==> config.mk <==
export PLATFORM = sky130hd
export DESIGN_NAME = instruction_fetch
export DESIGN_NICKNAME = d
export VERILOG_FILES = /design/src/rtl/instruction_fetch.sv
export SDC_FILE = /design/constraint.sdc
export NUM_CORES = 1
export LEC_CHECK = 0
export ABC_AREA = 1
export BUFFER_PORTS_ARGS = -buffer_cell sky130_fd_sc_hd__buf_2
export CAP_MARGIN = 0
export CORE_MARGIN = 5
export CORE_UTILIZATION = 45
export DETAILED_ROUTE_END_ITERATION = 6
export GPL_TIMING_DRIVEN = 0
export MAX_ROUTING_LAYER = met4
export PLACE_DENSITY = 0.67
export REMOVE_ABC_BUFFERS = 1
export SLEW_MARGIN = 20
export SYNTH_ARGS = -nofsm -noshare
export SYNTH_HDL_FRONTEND = slang
export SYNTH_SLANG_ARGS = --single-unit
==> constraint.sdc <==
create_clock -name Clock -period 3 [get_ports Clock]
set_input_delay 0.3 -clock Clock [delete_from_list [all_inputs] [get_ports Clock]]
set_output_delay 0.3 -clock Clock [all_outputs]
set_load 0.05 [all_outputs]
==> src/rtl/instruction_fetch.sv <==
// Purpose: fetch stage that reads a combinational ROM at the PC and presents instructions to decode. It absorbs NOP (timed delay) and JMP words internally.
// Latency: one cycle from a fetched address to the registered oInstruction; a JMP costs one bubble cycle, and a NOP of count N stalls for N cycles.
// Backpressure: valid/ready on the output. While oValid=1 and iReady=0, fetch holds PC and output. A branch redirect overrides everything.
module instruction_fetch #(
  parameter logic [15:0] RESET_PC = 16'd0,
  parameter logic [3:0]  NOP_OP   = 4'h0,
  parameter logic [3:0]  JMP_OP   = 4'h1
) (
  input  logic        Clock,
  input  logic        Reset,
  output logic [15:0] oAddress,
  input  logic [27:0] iInstruction,
  output logic [27:0] oInstruction,
  output logic        oValid,
  input  logic        iReady,
  input  logic        iBranchTaken,
  input  logic [15:0] iBranchTarget,
  output logic        oBusy
);

  typedef enum logic [0:0] {
    RUN   = 1'b0,
    DELAY = 1'b1
  } state_t;

  state_t      state, state_nxt;
  logic [15:0] pc, pc_nxt;
  logic [23:0] cnt, cnt_nxt;
  logic [27:0] instr_q, instr_nxt;
  logic        vld_q, vld_nxt;

  // Field decode of the ROM word at the current PC
  logic [3:0]  opcode;
  logic [23:0] nop_cnt;
  logic [7:0]  jmp_tgt;
  logic        slot_free;

  assign opcode    = iInstruction[27:24];
  assign nop_cnt   = iInstruction[23:0];
  assign jmp_tgt   = iInstruction[23:16];
  assign slot_free = !vld_q || iReady;

  assign oAddress     = pc;
  assign oInstruction = instr_q;
  assign oValid       = vld_q;
  assign oBusy        = (state == DELAY);

  // State register: all fetch state, cleared asynchronously by Reset
  always_ff @(posedge Clock or negedge Reset) begin
    if (!Reset) begin
      state   <= RUN;
      pc      <= RESET_PC;
      cnt     <= 24'd0;
      instr_q <= 28'd0;
      vld_q   <= 1'b0;
    end else begin
      state   <= state_nxt;
      pc      <= pc_nxt;
      cnt     <= cnt_nxt;
      instr_q <= instr_nxt;
      vld_q   <= vld_nxt;
    end
  end

  // Next-state logic: redirect first, then RUN fetch/absorb or DELAY countdown
  always_comb begin
    state_nxt = state;
    pc_nxt    = pc;
    cnt_nxt   = cnt;
    instr_nxt = instr_q;
    vld_nxt   = vld_q;

    if (iBranchTaken) begin
      // The word fetched this cycle is dropped along with any pending output
      state_nxt = RUN;
      pc_nxt    = iBranchTarget;
      cnt_nxt   = 24'd0;
      vld_nxt   = 1'b0;
    end else begin
      case (state)
        RUN: begin
          if (slot_free) begin
            // Slot is empty or being drained; clear unless a real instruction loads
            vld_nxt = 1'b0;
            if (opcode == NOP_OP) begin
              if (nop_cnt == 24'd0) begin
                pc_nxt = pc + 16'd1;
              end else begin
                // PC stays on the NOP; it advances when the countdown expires
                state_nxt = DELAY;
                cnt_nxt   = nop_cnt - 24'd1;
              end
            end else if (opcode == JMP_OP) begin
              pc_nxt = {8'h00, jmp_tgt};
            end else begin
              instr_nxt = iInstruction;
              vld_nxt   = 1'b1;
              pc_nxt    = pc + 16'd1;
            end
          end
        end
        DELAY: begin
          // The output handshake still completes while stalled
          if (vld_q && iReady) begin
            vld_nxt = 1'b0;
          end
          if (cnt == 24'd0) begin
            pc_nxt    = pc + 16'd1;
            state_nxt = RUN;
          end else begin
            cnt_nxt = cnt - 24'd1;
          end
        end
        default: begin
          state_nxt = RUN;
        end
      endcase
    end
  end

endmodule

# Word level (Yosys, flattened, before mapping)
# Cells that the tools add are included.
[classes]
n_addsub = 3
eq_ne = 8
n_mux = 25
bitwise_logic = 4
n_reduce_logical = 10
[ops]
columns = ["cell", "n"]
rows = [
  ["2-to-1 mux 24 bit", 5],
  ["2-to-1 mux 16 bit", 6],
  ["zero test 24 bit", 2],
  ["one-hot mux 24 bit (2 select lines)", 1],
  ["subtractor 24 x 1 -> 24 bit (second input constant)", 2],
  ["one-hot mux 16 bit (2 select lines)", 1],
  ["adder 16 x 1 -> 16 bit (second input constant)", 1],
  ["inequality test 3 bit (second input constant)", 4],
  ["2-to-1 mux 1 bit", 10],
  ["inequality test 3 x 2 -> 1 bit (second input constant)", 2],
  ["AND reduction 5 bit", 1],
  ["equality test 4 x 1 -> 1 bit (second input constant)", 1],
  ["zero test 4 bit", 1],
  ["inequality test 4 bit (second input constant)", 1],
  ["NOT 1 bit", 4],
  ["one-hot mux 1 bit (2 select lines)", 2],
  ["AND reduction 4 bit", 1],
  ["AND reduction 3 bit", 1],
  ["AND reduction 2 bit", 1],
  ["logical AND 1 bit", 1],
  ["zero test 1 bit", 1],
  ["logical OR 1 bit", 1],
]
[totals]
ff_bits = 70
output_inout_bits = 46
word_cells = 55

# Logic depth before layout (Yosys ltp)
[depth]
word_depth = 6
ltp_mapped = 14
depth_no_buf = 12

# Worst setup path before layout
# OpenSTA, ideal clock, no wires.
[synth_path]
path_kind = "reg2reg"
start = "reg state, in the netlist oBusy"
end = "reg cnt[22]"
setup_ns = 0.118
t_arrival_ns = 2.003
t_required_ns = 2.882
path_slack_ns = 0.879
path_stages_with_launch = 13
n_path_buf = 2
cell_sequence = "dfrtp_1 buf_6 buf_8 nand2_1 o21ai_2 ha_1 nand2_1 nor2_2 nand2_1 nor2_2 nand3_1 nand3_1 nand2_1"
[synth_via]
elab_chain_cells = 3
elab_cells_between_ends = 8
classes_between = "eq/ne: 4; mux: 2; bitwise: 1; reduce/logical: 1"
[synth_lines]
columns = ["element", "line_no", "rtl"]
rows = [
  ["start, declared", "26", "state_t state, state_nxt;"],
  ["start signal, assigned", "57", "state <= state_nxt;"],
  ["NOT 1 bit (no source line)", "--", ""],
  ["inequality test 3 bit (no source line) or one-hot mux 24 bit (2 select lines) (tied branches)", "--", ""],
  ["AND reduction 4 bit (no source line) or 2-to-1 mux 24 bit (tied branches)", "--", ""],
  ["end signal, assigned", "59", "cnt <= cnt_nxt;"],
  ["end, declared", "28", "logic [23:0] cnt, cnt_nxt;"],
]
# Parallel ways exist; a longest one is shown, timed or not.
# A chain may end at the register's enable or synchronous reset.

# Final worst setup path
# Ends and elaborated chain as after synthesis.

==> flow_metrics.py <==
metrics = {
    "sta": {
        "period_share_pct": 82.6,
        "hold_viol": 0,
        "tightestPinTransition_ns": 1.03,
        "rsz0062_at_grt": "no",
        "relSlewSlack_pct": 31.5,
        "final_max_slew_viol_count": 0,
        "setup_viol": 0,
        "max_clock_freq_mhz": 404,
        "setup_tns_ns": 0,
        "min_period_ns": 2.48,
        "clock_skew_ns": 0.0156,
    },
    "run_status": {
        "status": "finished clean",
    },
    "global_routing": {
        "grt_pass1_vias": 4709,
        "gr-usage-all-layers_pct": 21.8,
        "antenna_found_initial": 0,
        "grt_max_degree": 38,
        "grt_pass1_wl_um": 22200,
        "overflow": 0,
    },
    "clock_network": {
        "cts_made_buffers": 9,
        "htreeDepth": 3,
        "cts-resized-gates": 0,
        "clk-insertion-delay-late_ns": 0.36,
        "cts.path.max_buffers": 2,
        "clock-sinks": 70,
        "tritoncts": "done",
        "clkTransAtPathRegs_ns": 0.08,
        "ctsRootBufferMaster": "clkbuf_8",
    },
    "layout": {
        "final_area_mm2": 0.00553,
        "diodes": 0,
        "area_delta_synth_final_pct": 15.2,
        "n_fill_cell": 1066,
        "fin_nets": 873,
        "final_layout_size_suffix_gt1_share_pct": 20.9,
        "fin_util_pct": 53.3,
    },
    "power": {
        "p_leak_nw": 2.93,
        "p_per_area_mw_per_mm2": 513,
        "peakVddDrop_uv": 295,
    },
    "floorplan": {
        "initial_core_util_pct": 46.3,
        "die_area_mm2": 0.0128,
        "die_h_um": 113,
        "rows": 37,
        "ios": 94,
        "dieWidth_um": 113,
        "core_area_mm2": 0.0104,
    },
    "drt": {
        "drtIter0Drc": 375,
        "vias": 4741,
        "drc": 0,
        "drtAntennaViolNets": 0,
        "first_pass_iters": 5,
        "viasPerCell": 4.92,
        "routed_wl_um": 13100,
        "routedWlPerCell_um": 13.6,
    },
    "logic_synthesis": {
        "netlist_area_mm2": 0.00480,
        "synth_top_area_share_pct": 36.5,
        "ys_async_sr_fraction_pct": 100,
        "yosys_most_used_dff": "dfrtp_1",
        "yosys.area.top_type": "dfrtp_1",
        "syn_area_per_cell_um2": 6.52,
        "yosysMostFrequentCell": "nand2_1",
        "netlist_instances": 736,
        "ys_types": 35,
        "ys_ff_latch": 70,
        "synth_area_leaders": "dfrtp_1 (36%), nand2_1 (24%), inv_1 (5.6%)",
        "synthTopCellsByCount": "nand2_1 (304), inv_1 (72), dfrtp_1 (70)",
        "seq_area_frac_synth_pct": 36.5,
        "synth_edf_count": 0,
        "ys_warn_count": 0,
    },
    "placed_design": {
        "numPortBuffers": 93,
        "place_area_mm2": 0.00536,
        "hpwl_um": 9900,
        "gp_congestion": 0.890,
    },
    "worst_setup_path": {
        "cp_max_fo": 31,
        "arrival_ns": 2.72,
        "worstSetupStartpoint": "oBusy$_DFF_PN0_",
        "start_kind": "flip-flop",
        "r2r-start": "oBusy$_DFF_PN0_",
        "critPathCaptureType": "flip-flop",
        "path_class": "reg -> reg",
        "cp.required_ns": 3.24,
    },
    "job": {
        "drv_cap": 0,
    },
    "min_path": {
        "hp-start": "iInstruction[27]",
        "hold_class": "in -> reg",
    },
}
## flip-flops by register name, summed over array words and instances (netlist names)
signal        flops
cnt              24
oAddress         16
oBusy             1
oInstruction     28
oValid            1
## metrics by stage
step / power, mW / std cells / hold WS [ns] / setup slack (ns)
after floorplan: 1.88 / 715 / 0.00441 / -0.0296
after global placement: 2.15 / 944 / 0.462 / -0.625
after detailed placement: 2.17 / 947 / 0.292 / 0.548
after CTS: 2.85 / 963 / 0.208 / 0.530
after global routing: 3.01 / 963 / 0.229 / 0.267
final: 2.84 / 963 / 0.219 / 0.523
## critical path, cell delays in order (launching register included)
cell and delay (ns):
dfrtp_2 0.59, buf_12 0.25, inv_8 0.17, nand2_1 0.09, nand2_2 0.09, ha_1 0.22
nand2_1 0.10, nor2_2 0.19, nand2_1 0.17, nor2_2 0.20, nand3_1 0.09, nand3_1 0.10
nand2_1 0.07
## path summary, 6_finish.rpt
check | to | slack [ns] | depth (start not counted)
setup / recovery | cnt[22]$_DFFE_PN0P_ | 0.52 | 12
hold / removal | oInstruction[27]$_DFFE_PN0P_ | 0.22 | 3
setup reg to reg | cnt[22]$_DFFE_PN0P_ | 0.52 | 12
hold reg to reg | oInstruction[4]$_DFFE_PN0P_ | 0.48 | 2
max in group asynchronous | cnt[20]$_DFFE_PN0P_ | 1.98 | 3
min in group asynchronous | cnt[8]$_DFFE_PN0P_ | 0.44 | 2
## layout by cell type, fill, tap and decap left out, types with 3 or more instances in the layout
cell,n
a21oi_1,4
buf_2,92
clkbuf_1,3
clkbuf_8,10
dfrtp_1,69
inv_1,72
inv_2,3
nand2_1,304
nand2_2,30
nand2_4,3
nand3_1,53
nand3_2,3
nand4_1,5
nor2_1,69
nor2_2,10
nor2_4,8
nor3_1,3
o211ai_1,3
o21ai_0,51
o21ai_1,3
xor2_1,6
## report_power, final
part,internal (mW),leakage [nW],switching [mW]
combinational,0.254,1.95,0.742
clock,0.317,0.0833,0.365
sequential,1.06,0.895,0.0994
total,1.63,2.93,1.21
## cell type report
type                       instances  area [um2]  share of cell area (%)
multi-input combinational        569        2610                    47.2
sequential                        70        1750                    31.7
timing repair buffer              97         546                    9.87
inverter                          76         293                    5.30
tap                              136         170                    3.08
clock buffer                      13         149                    2.69
clock inverter                     2        10.0                   0.181
## cell families after synthesis
group	count (synthesis)	synth area share, %
flops	70	36.5
fa+ha+maj	2	0.521
buf+inv	97	9.28
mux	2	0.469
compound gates	66	7.30
xor+xnor	8	1.46
simple gates	491	44.5
## timing repair
action	4_1_cts	5_1_grt
buffers inserted	0	0
hold buffers	1	0
hold endpoints to repair	33	0
## per-layer routing
metal / part of all wire, % / GRT usage (%) / routed length [um] / vias to the layer above
met5: 0 / - / 0 / -
li1: - / - / - / 2453
met1: 46 / 27.6 / 6000 / 2161
met4: 1.2 / 5.53 / 161 / 0
met3: 5.4 / 4.17 / 703 / 13
met2: 48 / 36.2 / 6270 / 114
No activity file was read; power rests on OpenSTA's default activity.
